<file path="src/rtl/sine_pwm_gen.sv">
// Sine-modulated PWM generator.
// An 8-bit free-running counter defines a 256-cycle PWM period. At the last
// cycle of each period a 16-bit phase accumulator advances and the next duty
// value is computed from a quarter-wave sine table scaled by 'amp'.
module sine_pwm_gen (
    input  logic        clk1,
    input  logic        rst,
    input  logic        enable,
    input  logic [15:0] freq_word,
    input  logic        freq_load,
    input  logic [7:0]  amp,
    output logic        pwm_out,
    output logic [7:0]  duty,
    output logic        sample_strobe
);

    logic [7:0]         cnt;
    logic [15:0]        phase;
    logic [15:0]        freq_shadow;
    logic [15:0]        freq_active;
    logic [7:0]         duty_reg;

    logic               boundary;
    logic [1:0]         quad;
    logic [5:0]         qidx;
    logic [6:0]         tab_addr;
    logic [6:0]         tab_mag;
    logic signed [7:0]  sin_val;
    logic signed [8:0]  amp_s;
    logic signed [16:0] prod;
    logic signed [16:0] scaled;
    logic [7:0]         duty_next;

    // Last cycle of a running period; reset suppresses it outright.
    assign boundary      = enable & (cnt == 8'hFF) & ~rst;
    assign sample_strobe = boundary;
    assign duty          = duty_reg;

    // Fold the 8-bit phase index onto the first quadrant (0..64 inclusive).
    assign quad     = phase[15:14];
    assign qidx     = phase[13:8];
    assign tab_addr = quad[0] ? (7'd64 - {1'b0, qidx}) : {1'b0, qidx};

    // Quarter-wave table: round(127*sin(2*pi*k/256)), k = 0..64.
    always_comb begin
        tab_mag = 7'd0;
        case (tab_addr)
            7'd0:  tab_mag = 7'd0;
            7'd1:  tab_mag = 7'd3;
            7'd2:  tab_mag = 7'd6;
            7'd3:  tab_mag = 7'd9;
            7'd4:  tab_mag = 7'd12;
            7'd5:  tab_mag = 7'd16;
            7'd6:  tab_mag = 7'd19;
            7'd7:  tab_mag = 7'd22;
            7'd8:  tab_mag = 7'd25;
            7'd9:  tab_mag = 7'd28;
            7'd10: tab_mag = 7'd31;
            7'd11: tab_mag = 7'd34;
            7'd12: tab_mag = 7'd37;
            7'd13: tab_mag = 7'd40;
            7'd14: tab_mag = 7'd43;
            7'd15: tab_mag = 7'd46;
            7'd16: tab_mag = 7'd49;
            7'd17: tab_mag = 7'd51;
            7'd18: tab_mag = 7'd54;
            7'd19: tab_mag = 7'd57;
            7'd20: tab_mag = 7'd60;
            7'd21: tab_mag = 7'd63;
            7'd22: tab_mag = 7'd65;
            7'd23: tab_mag = 7'd68;
            7'd24: tab_mag = 7'd71;
            7'd25: tab_mag = 7'd73;
            7'd26: tab_mag = 7'd76;
            7'd27: tab_mag = 7'd78;
            7'd28: tab_mag = 7'd81;
            7'd29: tab_mag = 7'd83;
            7'd30: tab_mag = 7'd85;
            7'd31: tab_mag = 7'd88;
            7'd32: tab_mag = 7'd90;
            7'd33: tab_mag = 7'd92;
            7'd34: tab_mag = 7'd94;
            7'd35: tab_mag = 7'd96;
            7'd36: tab_mag = 7'd98;
            7'd37: tab_mag = 7'd100;
            7'd38: tab_mag = 7'd102;
            7'd39: tab_mag = 7'd104;
            7'd40: tab_mag = 7'd106;
            7'd41: tab_mag = 7'd107;
            7'd42: tab_mag = 7'd109;
            7'd43: tab_mag = 7'd111;
            7'd44: tab_mag = 7'd112;
            7'd45: tab_mag = 7'd113;
            7'd46: tab_mag = 7'd115;
            7'd47: tab_mag = 7'd116;
            7'd48: tab_mag = 7'd117;
            7'd49: tab_mag = 7'd118;
            7'd50: tab_mag = 7'd120;
            7'd51: tab_mag = 7'd121;
            7'd52: tab_mag = 7'd122;
            7'd53: tab_mag = 7'd122;
            7'd54: tab_mag = 7'd123;
            7'd55: tab_mag = 7'd124;
            7'd56: tab_mag = 7'd125;
            7'd57: tab_mag = 7'd125;
            7'd58: tab_mag = 7'd126;
            7'd59: tab_mag = 7'd126;
            7'd60: tab_mag = 7'd126;
            7'd61: tab_mag = 7'd127;
            7'd62: tab_mag = 7'd127;
            7'd63: tab_mag = 7'd127;
            7'd64: tab_mag = 7'd127;
            default: tab_mag = 7'd0;
        endcase
    end

    // Second half of the cycle is the negated first half.
    assign sin_val = quad[1] ? -$signed({1'b0, tab_mag}) : $signed({1'b0, tab_mag});

    // Signed scale by amp, floor via arithmetic shift, re-centre on 128.
    // Result lies in -127..126, so the low byte added to 128 gives 1..254.
    assign amp_s     = $signed({1'b0, amp});
    assign prod      = sin_val * amp_s;
    assign scaled    = prod >>> 8;
    assign duty_next = 8'd128 + scaled[7:0];

    // Period counter; idle holds it at zero so a restart begins a full period.
    always_ff @(posedge clk1 or posedge rst) begin
        if (rst)          cnt <= 8'd0;
        else if (!enable) cnt <= 8'd0;
        else              cnt <= cnt + 8'd1;
    end

    // Phase advances only on a completed period, using the outgoing increment.
    always_ff @(posedge clk1 or posedge rst) begin
        if (rst)           phase <= 16'd0;
        else if (boundary) phase <= phase + freq_active;
    end

    // Shadow captures any load strobe regardless of run state.
    always_ff @(posedge clk1 or posedge rst) begin
        if (rst)            freq_shadow <= 16'd0;
        else if (freq_load) freq_shadow <= freq_word;
    end

    // Active increment swaps in at the boundary; a same-cycle load wins.
    always_ff @(posedge clk1 or posedge rst) begin
        if (rst)           freq_active <= 16'd0;
        else if (boundary) freq_active <= freq_load ? freq_word : freq_shadow;
    end

    // Duty only changes at a boundary so each period is glitch-free.
    always_ff @(posedge clk1 or posedge rst) begin
        if (rst)           duty_reg <= 8'd128;
        else if (!enable)  duty_reg <= 8'd128;
        else if (boundary) duty_reg <= duty_next;
    end

    // Registered compare; output lags the counter by one cycle.
    always_ff @(posedge clk1 or posedge rst) begin
        if (rst) pwm_out <= 1'b0;
        else     pwm_out <= enable & (cnt < duty_reg);
    end

endmodule

</file>
<file path="config.mk">
export PLATFORM = sky130hd
export DESIGN_NAME = sine_pwm_gen
export DESIGN_NICKNAME = d
export VERILOG_FILES = /design/src/rtl/sine_pwm_gen.sv
export SDC_FILE = /design/constraint.sdc
export NUM_CORES = 1
export LEC_CHECK = 0
export ABC_AREA = 1
export CAP_MARGIN = 20
export CORE_MARGIN = 4
export CORE_UTILIZATION = 56
export CTS_CLUSTER_DIAMETER = 120
export DETAILED_ROUTE_END_ITERATION = 8
export PLACE_DENSITY = 0.81
export RECOVER_POWER = 50
export SKIP_CTS_REPAIR_TIMING = 1
export SKIP_LAST_GASP = 1
export SYNTH_ARGS = -nofsm -noshare
export SYNTH_HDL_FRONTEND = slang
export SYNTH_SLANG_ARGS = --single-unit
export TNS_END_PERCENT = 20
</file>
<file path="constraint.sdc">
create_clock -name clk1 -period 6.2 [get_ports clk1]
set_input_delay 1.24 -clock clk1 [delete_from_list [all_inputs] [get_ports clk1]]
set_output_delay 1.24 -clock clk1 [all_outputs]
set_load 0.05 [all_outputs]
</file>
# After elaboration in Yosys (flattened, before gate mapping)
# Memories as Yosys holds them, arrays and structs flattened.
# Index checks and enable logic that the tools add are counted.
word_totals:
  reg_bits: 65
  mem_bits_ro: 896
  input_bits: 28
  word_cells: 26
  memories: 1
classes:
  add_sub_neg: 5
  mul: 1
  n_lt_le_gt_ge: 1
  eq_ne: 2
  mux: 6
  n_bitwise: 4
memory_table:
  columns: ["memory", "words", "word_bits", "read_ports", "rd_ports_with_merged_regs", "wr", "line_no", "rtl"]
  rows:
  - ["(no name shown)", 128, 7, 1, 0, 0, "47", "case (tab_addr)"]
ops:
  columns: ["operator", "n"]
  rows:
  - ["8-bit two-way mux", 4]
  - ["16-bit adder", 1]
  - ["8-bit by 9-bit multiplier with 16-bit output", 1]
  - ["16-bit two-way mux", 1]
  - ["8-bit by 1-bit adder with 8-bit output, second input constant", 1]
  - ["8-bit adder, first input constant", 1]
  - ["8-bit equality test, second input constant", 1]
  - ["8-bit < comparator", 1]
  - ["7-bit negation with 8-bit output", 1]
  - ["7-bit two-way mux", 1]
  - ["7-bit by 6-bit subtractor with 7-bit output, first input constant", 1]
  - ["1-bit AND", 3]
  - ["2-bit by 1-bit != test with 1-bit output, second input constant", 1]
  - ["1-bit inverter", 1]

# Logic depth before layout (Yosys ltp)
# Gate-level depths: netlist of run 1.
# An unclocked memory read counts as a cell.
depth:
  depth_word: 9
  ltp_mapped: 41

# Worst setup path after synthesis of run 1
# Ideal clock, no wire load.
synth_path:
  path_type: "register to register"
  startpoint: "reg phase[8]"
  endpoint: "reg duty_reg[7] (netlist: duty[7])"
  t_arrival_ns: 6.153
  slack_ns: -0.014
  stages_incl_launch_ff: 39
  n_path_buf: 0
  cell_sequence: "dfrtp_1 > inv_1 > ha_1 > nand2_1 > o21ai_2 > ha_1 > inv_1 > nand2_1 > nand2_1 > nand2_1 > nand3_1 > nand3_1 > nand2_1 > nand2_1 > nand2_4 > ha_1 > nand3_1 > nand2_2 > [3 not listed] > nor2_1 > fa_1 > fa_1 > fa_1 > inv_1 > fa_1 > inv_1 > ha_1 > inv_1 > o21ai_0 > a221oi_1 > nand2_1 > nand2_1 > nand2_1 > a21oi_1 > nand3b_1 > nand3_1 > nand2_1"
synth_via:
  elab_chain_len: 9
synth_lines:
  columns: ["element", "line_no", "rtl"]
  rows:
  - ["start, declared", "18", "logic [15:0] phase;"]
  - ["start signal, assigned", "137", "else if (boundary) phase <= phase + freq_active;"]
  - ["7-bit by 6-bit subtractor with 7-bit output", "42", "assign tab_addr = quad[0] ? (7'd64 - {1'b0, qidx}) : {1'b0, qidx};"]
  - ["7-bit two-way mux (*)", "42", null]
  - ["memory read 128 x 7 bit (*)", null, null]
  - ["7-bit negation with 8-bit output", "118", "assign sin_val = quad[1] ? -$signed({1'b0, tab_mag}) : $signed({1'b0, tab_mag});"]
  - ["8-bit two-way mux (*)", "118", null]
  - ["8-bit by 9-bit multiplier with 16-bit output (*)", "123", "assign prod = sin_val * amp_s;"]
  - ["8-bit adder (*)", "125", "assign duty_next = 8'd128 + scaled[7:0];"]
  - ["8-bit two-way mux (*)", "156", "else if (boundary) duty_reg <= duty_next;"]
  - ["8-bit two-way mux (*)", "155", "else if (!enable) duty_reg <= 8'd128;"]
  - ["end signal, assigned", "156", null]
  - ["end, declared", "21", "logic [7:0] duty_reg;"]
# Mark *: on every way between the ends. The rest lies on a longest branch, timed or not. The select of a mux whose other input is x is not followed.
# A chain may end at the register's enable or synchronous reset.

# Final worst setup path of run 1
layout_path:
  startpoint: "reg phase[9]"
  endpoint: "reg duty_reg[7] (netlist: duty[7])"
# The elaborated chain is that of the path after synthesis.

==> results of run 1 <==
[metal layers]
layer	vias up	routed length [um]	track usage
li1	2688	-	-
met1	2516	6350	0.302
met2	107	6730	0.365
met3	26	470	0.0338
met4	0	276	0.0697
met5	-	0	0
[critical path, delay by kind of cell (launching register included)]
family	cells	cell delay, ps
AO/OA/AOI/OAI	4	480
XOR/XNOR	1	250
adder cells (fa/ha/maj)	8	3010
buffers and inverters	4	240
flip-flops	1	380
AND/OR/NAND/NOR	17	1490
[per-stage QoR]
step / TNS [ps] / util / hold slack, ps
3_3_place_gp: 0 / 0.640 / 457
5_1_grt: -207 / 0.706 / 508
6_report: 0 / 0.706 / 484
3_5_place_dp: -150 / 0.640 / 465
4_1_cts: -248 / 0.669 / 488
2_1_floorplan: 0 / - / 446
[cell usage in the layout, fill, tap and decap left out, types with 11 or more instances in the layout]
cell type / synthesis / final
inv_1: 114 / 100
ha_1: 71 / 60
nor2_1: 63 / 56
a21oi_1: 35 / 30
nand2_1: 193 / 180
nand3_1: 54 / 48
o21ai_0: 22 / 20
mux2_2: 16 / 16
inv_2: 9 / 22
nand2_2: 12 / 21
buf_4: 3 / 29
o21ai_1: 11 / 11
clkdlybuf4s50_1: 0 / 35
nand2_4: 11 / 12
dfrtp_1: 64 / 63
fa_1: 36 / 32
[area by class of cell]
type,count,area share
Clock inverter,5,0.0102
Timing Repair Buffer,73,0.0851
Tap cell,140,0.0226
Clock buffer,11,0.0313
Multi-Input combinational cell,592,0.581
Inverter,123,0.0599
Sequential cell,65,0.210
[power by group through the flow]
| stage | registers, mW | clock network (mW) | logic (mW) |
|---|---|---|---|
| 3_5_place_dp | 0.463 | 0 | 1.08 |
| 2_1_floorplan | 0.461 | 0 | 0.832 |
| 3_3_place_gp | 0.461 | 0 | 1.04 |
| 5_1_grt | 0.458 | 0.566 | 1.51 |
| 6_report | 0.456 | 0.539 | 1.32 |
| 4_1_cts | 0.456 | 0.548 | 1.09 |
[logic make-up (layout without fill, tap and decap cells)]
group | after synthesis | in the layout | share of synthesized area
AO/OA/AOI/OAI | 93 | 93 | 0.0845
buffers and inverters | 138 | 212 | 0.0871
AND/OR/NAND/NOR | 360 | 360 | 0.262
multiplexers | 16 | 16 | 0.0284
flip-flops | 65 | 65 | 0.256
adder cells (fa/ha/maj) | 107 | 107 | 0.253
XOR/XNOR | 16 | 16 | 0.0280
[how the worst max path moves through the flow]
stage	startpoint	to	slack, ps
finish	phase[9]	duty[7]	260
floorplan	phase[8]	duty[7]	70
global placement	phase[8]	duty[7]	40
global route	phase[8]	duty[7]	-110
detailed placement	phase[8]	duty[7]	-100
CTS	phase[8]	duty[7]	-110
==> reports/results.ini, run 1 <==
[die]
core-area_um2=11000
die_h_um=114
fp.dieW_um=114
die_area_um2=13100
pin_count=38
initial_core_util=0.578
num_rows=38

[worst_setup_path]
crit_fanout=5
worstSetupStartpointType=flop
cpMostUsedCell=nand2_1
endpoint_kind=flop
r2r_end=duty[7]
worstRegToRegCells=34
critical_path_class=flop to flop
cp_slowest_cell=fa_2
required_ps=6470
r2r_start=phase[9]
critical_path.max_stage_delay_ps=570
worst-r2r-setup-slack_ps=260
cp.arrival_ps=6210

[finish]
final_area_um2=7750
fillers=829
fin_nets=999
regArea_um2=1630
drive_gt1_frac=0.214
top_regs=freq_active: 16 flops, freq_shadow: 16 flops, phase: 16 flops
n_antenna_cell=0
instances_no_fill=1009
multi_input_area_um2=4500
area_growth_pct=22.0

[drt]
detail_route.wl_per_cell_um=13.7
via_per_inst=5.29
ant_nets=0
wirelength_um=13800
drt_iter0_drc=256
vias=5337
dr.pass1.iters=5
route.detailed.drc=0

[clock_network]
clock_latency_ps=330
cts.sinks=65
cts-root-buf=clkbuf_16
htree_levels=3
cts-buffers-inserted=9
path_clk_slew_ps=60
ctsLongestPathBuffers=2
cts_tree=built

[timing]
fin_ws_ps=257
rsz0062_at_grt=true
relSlewSlack=-0.710
fin_crit_ps=5940
setup_viol=0
clock.fmax_mhz=168
slew_viol_final=51
period_share=0.959
hold_viol=0
fin_skew_ps=9.09
max_slew.worst_pin.slew_ps=2570

[power]
irDropWorstVdd_v=0.000288
internal_power_mw=1.39
switchingPower_mw=0.923
power.share.combinational=0.570
power.leakage_nw=3.91
p_total_mw=2.32
p_sw_frac=0.398
power_density_nw_per_um2=299
pwr-share-clk=0.233
seqPwrFrac=0.197

[grt]
grt_max_degree=51
grt_overflow_total=0
antenna_found_initial=0
grt_pass1_vias=5345
grt_pass1_wl_um=23800
track_usage=0.222

[logic_synthesis]
synth_area_um2=6350
yosysWarnings=0
synthCells=795
synth.top_cells.by_count=nand2_1, inv_1, ha_1, dfrtp_1, nor2_1
synth_area_leader_cell=dfrtp_1
syn_avg_cell_area_um2=7.99
synth-seq-cells=65
synth-edff-count=0
syn-num-nets=930
synth.most_common_cell=nand2_1
seq_area_frac_synth=0.256
yosys-top-cells-area=dfrtp_1, ha_1, nand2_1
synth_flop_cell=dfrtp_1
synth_top_area_frac=0.252
synthDistinctLibCells=46
synth-async-reset-ratio=1.00

[place]
dp_hpwl_um=10300
place_area_um2=7020
pre_cts_ws_ps=-98.3
dp.cells=985
portBuffers=37
routabilityCongestion=0.941

[run_status]
status=finished, violations left
violations=max-capacitance violations, max-slew violations

[hold_path]
min_from=freq_active[7]
min_to=freq_active[7]
hold_path_depth=2
hold_class=flop to flop

[run]
cap_violations=1

Power figures use the tool's default switching activity.
==> inputs of run 2 (changes only) <==
--- a/config.mk
+++ b/config.mk
@@ -8,10 +8,10 @@
 export ABC_AREA = 1
 export CAP_MARGIN = 20
 export CORE_MARGIN = 4
-export CORE_UTILIZATION = 56
+export CORE_UTILIZATION = 61
 export CTS_CLUSTER_DIAMETER = 120
 export DETAILED_ROUTE_END_ITERATION = 8
-export PLACE_DENSITY = 0.81
+export PLACE_DENSITY = 0.83
 export RECOVER_POWER = 50
 export SKIP_CTS_REPAIR_TIMING = 1
 export SKIP_LAST_GASP = 1
==> constraint.sdc (replaced) <==
create_clock -name clk1 -period 5.6 [get_ports clk1]
set_input_delay 1.12 -clock clk1 [delete_from_list [all_inputs] [get_ports clk1]]
set_output_delay 1.12 -clock clk1 [all_outputs]
set_load 0.05 [all_outputs]
==> run 2 against run 1 <==
The run ends with max-capacitance violations, max-slew violations, negative setup slack left. Register-to-register slack got worse by 570 ps. Sequential share of layout area fell by 0.28 points. Maximum frequency rose by 0.47%. Cell count rose by 3.6%. Die area fell by 7.6%. Critical endpoint unchanged. Wire length rose by 7.6%. Via count rose by 5.4%. Clock power fell by 35%.
==> reports/results.ini, run 2 (synthesis results as in run 1) <==
[finish]
fillers=661  ; -20%
layout_commonest_cell=nand2_1
regArea_um2=1630  ; unchanged
layout_common_cells=nand2_1, inv_1, buf_4
drive_gt1_frac=0.241  ; +0.0272
top_regs=freq_active: 16 flops, freq_shadow: 16 flops, phase: 16 flops
fin_nets=1042  ; +4.3%
area_growth_pct=23.7
n_antenna_cell=0  ; unchanged
multi_input_area_um2=4460  ; -0.86%

[clock_network]
cts.sinks=65  ; unchanged
cts-buffers-inserted=9  ; unchanged
cts_tree=built
cts-root-buf=clkbuf_8
ctsLongestPathBuffers=2  ; unchanged
htree_levels=3  ; unchanged
clock_latency_ps=360  ; +30 ps
path_clk_slew_ps=80  ; +20 ps

[drt]
wirelength_um=14900  ; +7.6%
vias=5623  ; +5.4%
drt_iter0_drc=344  ; +34%
detail_route.wl_per_cell_um=14.2  ; +3.9%
via_per_inst=5.38  ; +1.7%
route.detailed.drc=0  ; unchanged
dr.pass1.iters=5  ; unchanged
ant_nets=0  ; unchanged

[timing]
whs_ps=476  ; -7.32 ps
relSlewSlack=-0.778  ; -0.0680
slew_viol_final=53  ; +3.9%
period_share=1.06  ; +0.0977
hold_viol=0  ; unchanged
fin_crit_ps=5910  ; -27.9 ps
clock.fmax_mhz=169  ; +0.47%
fin_ws_ps=-315  ; -572 ps
rsz0062_at_grt=true
setup_viol=7  ; +7
max_slew.worst_pin.slew_ps=2670  ; +102 ps
fin_skew_ps=12.9  ; +3.83 ps

[worst_setup_path]
path_delay_family=adder cells
cp.arrival_ps=6210  ; about the same
crit_fanout=5  ; unchanged
worstSetupStartpointType=flop
crit_buf_inv=6  ; +2
required_ps=5890  ; -580 ps
critical_path.max_stage_delay_ps=540  ; -30 ps
cp_slowest_cell=fa_1
endpoint_kind=flop
cpMostUsedCell=nand2_1
critical_path_class=flop to flop

[grt]
grt_pass1_wl_um=25800  ; +8.0%
grt_pass1_vias=5826  ; +9.0%
grt_overflow_total=0  ; unchanged
grt_max_degree=53  ; +3.9%
track_usage=0.266  ; +0.0442
antenna_found_initial=0  ; unchanged

[die]
die_h_um=110  ; -3.9%
die_area_um2=12100  ; -7.6%
initial_core_util=0.638  ; +0.0597
pin_count=38  ; unchanged
core-area_um2=9950  ; -9.4%
num_rows=36  ; -5.3%
fp.dieW_um=110  ; -3.9%

[hold_path]
hold_class=flop to flop

[run_status]
status=finished, violations left
violations=max-capacitance violations, max-slew violations, negative setup slack

[power]
power.leakage_nw=4.06  ; +3.6%
power_density_nw_per_um2=331  ; +11%
p_total_mw=2.60  ; +12%
irDropWorstVdd_v=0.000276  ; -4.0%

[place]
portBuffers=37  ; unchanged
dp_hpwl_um=11500  ; +12%
routabilityCongestion=0.939  ; -0.17%

[run]
cap_violations=1  ; unchanged

==> run 2: cell count changes in the layout (fill, tap and decap cells not counted), sizes merged <==
cell,before,now
bufinv,2,0
clkbuf,12,13
buf,35,78
inv,123,122
clkinv,3,5
==> run 2: routing by layer <==
layer  wire (um)  vias to the layer above  part of all wire  track usage
met3         669                       29             0.045       0.0361
li1            -                     2775                 -            -
met5           0                        -                 0            0
met2        7480                      152              0.50        0.464
met4         310                        0             0.021       0.0873
met1        6410                     2667              0.43        0.342
==> run 2: power by group <==
| part | internal, mW | switching [mW] | leakage, nW |
|---|---|---|---|
| clock network | 0.170 | 0.180 | 0.0899 |
| logic | 0.863 | 0.887 | 3.13 |
| registers | 0.491 | 0.0129 | 0.838 |
| total | 1.52 | 1.08 | 4.06 |
==> run 2: tightest hold or removal path: cells and delay by family, from the launching register on <==
kind	cells	cell delay, ps
simple gates	2	100
flops	1	350
==> run 2: cell type report <==
cell class / count / area share
Clock inverter: 4 / 0.00255
Clock buffer: 12 / 0.0185
Timing Repair Buffer: 116 / 0.123
Multi-Input combinational cell: 592 / 0.568
Sequential cell: 65 / 0.207
Inverter: 123 / 0.0594
Tap cell: 133 / 0.0212
==> run 2: worst paths after layout <==
| check | slack, ps | endpoint | from | cells past startpoint |
|---|---|---|---|---|
| worst max-delay path | -310 | duty[7] | phase[8] | 37 |
| worst max register to register | -310 | duty[7] | phase[8] | 37 |
| worst min-delay path | 480 | freq_active[10] | freq_active[10] | 2 |
| worst min register to register | 480 | freq_active[10] | freq_active[10] | 2 |
| min in group asynchronous | 1320 | cnt[5] | rst | 2 |
| max in group asynchronous | 1200 | phase[8] | rst | 3 |
==> run 2: metrics by stage <==
step	std cells	area [um2]	setup WS [ps]	util	setup TNS [ps]
2_1_floorplan	795	6500	-181	-	-522
3_3_place_gp	1022	7490	-325	0.753	-1550
3_5_place_dp	1022	7490	-523	0.753	-2820
4_1_cts	1038	7660	-560	0.769	-3160
5_1_grt	1045	7860	-640	0.789	-4040
6_report	1045	7860	-315	0.789	-1510
==> inputs of run 3 (changes only) <==
--- a/config.mk
+++ b/config.mk
@@ -11,7 +11,8 @@
 export CORE_UTILIZATION = 61
 export CTS_CLUSTER_DIAMETER = 120
 export DETAILED_ROUTE_END_ITERATION = 8
-export PLACE_DENSITY = 0.83
+export GPL_ROUTABILITY_DRIVEN = 0
+export PLACE_DENSITY = 0.86
 export RECOVER_POWER = 50
 export SKIP_CTS_REPAIR_TIMING = 1
 export SKIP_LAST_GASP = 1
==> constraint.sdc (replaced) <==
create_clock -name clk1 -period 6.5 [get_ports clk1]
set_input_delay 1.3 -clock clk1 [delete_from_list [all_inputs] [get_ports clk1]]
set_output_delay 1.3 -clock clk1 [all_outputs]
set_load 0.05 [all_outputs]
==> run 3 against run 2 <==
The run ends with max-capacitance violations, max-slew violations left. Hold slack better by 4.2 ps. Power is 23% lower. First-iteration DRC count is 15% higher. Sequential cell count unchanged. Count of clock-buffer cells in the layout unchanged. Critical path type unchanged. Critical endpoint unchanged.
==> reports/results.ini, run 3 (synthesis results as in run 1) <==
[power]
irDropWorstVdd_v=0.000238  ; -14%
power.leakage_nw=3.83  ; -5.5%
power_density_nw_per_um2=265  ; -20%
p_total_mw=2.00  ; -23%

[place]
place_area_um2=6860  ; -8.5%
portBuffers=37  ; unchanged
dp.cells=957  ; -6.4%
dp_hpwl_um=10700  ; -7.0%
pre_cts_ws_ps=-65.0  ; +458 ps

[worst_setup_path]
critical_path_class=flop to flop
cp.arrival_ps=6600  ; +390 ps
required_ps=6780  ; +890 ps
crit_fanout=7  ; +2
cp_slowest_cell=fa_1
crit_buf_inv=6  ; unchanged
worstSetupStartpointType=flop
critical_path.max_stage_delay_ps=560  ; +20 ps
endpoint_kind=flop
path_delay_family=adder cells

[timing]
relSlewSlack=-1.24  ; -0.466
setup_viol=0  ; -7
tns_ps=0  ; +1510 ps
clock.fmax_mhz=158  ; -6.5%
hold_viol=0  ; unchanged
slew_viol_final=66  ; +25%
period_share=0.973  ; -0.0829
max_slew.worst_pin.slew_ps=3370  ; +699 ps
fin_ws_ps=174  ; +488 ps
whs_ps=480  ; +4.18 ps
fin_skew_ps=8.02  ; -4.90 ps
fin_crit_ps=6330  ; +412 ps

[run]
cap_violations=1  ; unchanged

[finish]
final_core_utilization=0.758  ; -0.0308
layout_commonest_cell=nand2_1
instances_no_fill=995  ; -4.8%
area_growth_pct=18.9
final_area_um2=7550  ; -3.9%
layout_common_cells=nand2_1, inv_1, ha_1, dfrtp_1, nor2_1
drive_gt1_frac=0.190  ; -0.0510
n_antenna_cell=0  ; unchanged
fin_nets=993  ; -4.7%
top_regs=freq_active: 16 flops, freq_shadow: 16 flops, phase: 16 flops

[drt]
dr.pass1.iters=5  ; unchanged
route.detailed.drc=0  ; unchanged
detail_route.wl_per_cell_um=15.5  ; +8.9%
ant_nets=0  ; unchanged
via_per_inst=5.76  ; +7.0%
wirelength_um=15400  ; +3.7%
drt_iter0_drc=397  ; +15%
vias=5730  ; +1.9%

[clock_network]
cts-buffers-inserted=9  ; unchanged
path_clk_slew_ps=60  ; -20 ps
cts.sinks=65  ; unchanged
ctsLongestPathBuffers=2  ; unchanged
clock_latency_ps=340  ; -20 ps
cts_tree=built
htree_levels=3  ; unchanged
cts-root-buf=clkbuf_8

[die]
initial_core_util=0.638  ; unchanged
fp.dieW_um=110  ; unchanged
core-area_um2=9950  ; unchanged
die_h_um=110  ; unchanged
die_area_um2=12100  ; unchanged
num_rows=36  ; unchanged
pin_count=38  ; unchanged

[grt]
antenna_found_initial=0  ; unchanged
grt_overflow_total=0  ; unchanged
track_usage=0.251  ; -0.0148
grt_pass1_vias=5647  ; -3.1%
grt_pass1_wl_um=24600  ; -4.6%
grt_max_degree=66  ; +25%

[hold_path]
hold_class=flop to flop

[run_status]
status=finished, violations left
violations=max-capacitance violations, max-slew violations

run 3: layer usage:
| metal | routed length, um | vias up | track usage |
|---|---|---|---|
| met2 | 7730 | 266 | 0.447 |
| met3 | 1010 | 73 | 0.0396 |
| met1 | 6120 | 2716 | 0.312 |
| met4 | 554 | 0 | 0.0810 |
| met5 | 0 | - | 0 |
| li1 | - | 2675 | - |
run 3: layout make-up:
class | count | area (um2)
inverters | 123 | 469
fillers | 636 | 2410
clock inverters | 3 | 65.1
clock buffers | 12 | 145
flip-flops and latches | 65 | 1630
multi-input cells | 592 | 4470
repair buffers | 67 | 603
well taps | 133 | 166
run 3: final timing paths:
kind | from | endpoint | slack, ps | depth (start not counted)
setup reg to reg | phase[9] | duty[7] | 170 | 34
hold reg to reg | freq_active[14] | freq_active[14] | 480 | 2
hold / removal | freq_active[14] | freq_active[14] | 480 | 2
min in group asynchronous | rst | freq_shadow[0] | 2770 | 3
setup / recovery | phase[9] | duty[7] | 170 | 34
max in group asynchronous | rst | phase[14] | 1580 | 3
run 3: worst reg2reg max path: cells and delay by family (launching register included):
family,cells,cell delay (ps)
DFF,1,370
AOI/OAI and AO/OA,5,870
buffers and inverters,6,480
xor gates and xnor gates,1,210
adders and majority gates,7,2850
and+or+nand+nor,15,1510
run 3: report_power, final:
group / total, mW / switching [mW] / internal [mW]
clock: 0.368 / 0.144 / 0.224
combinational: 1.20 / 0.704 / 0.495
sequential: 0.434 / 0.0111 / 0.423
total: 2.00 / 0.859 / 1.14
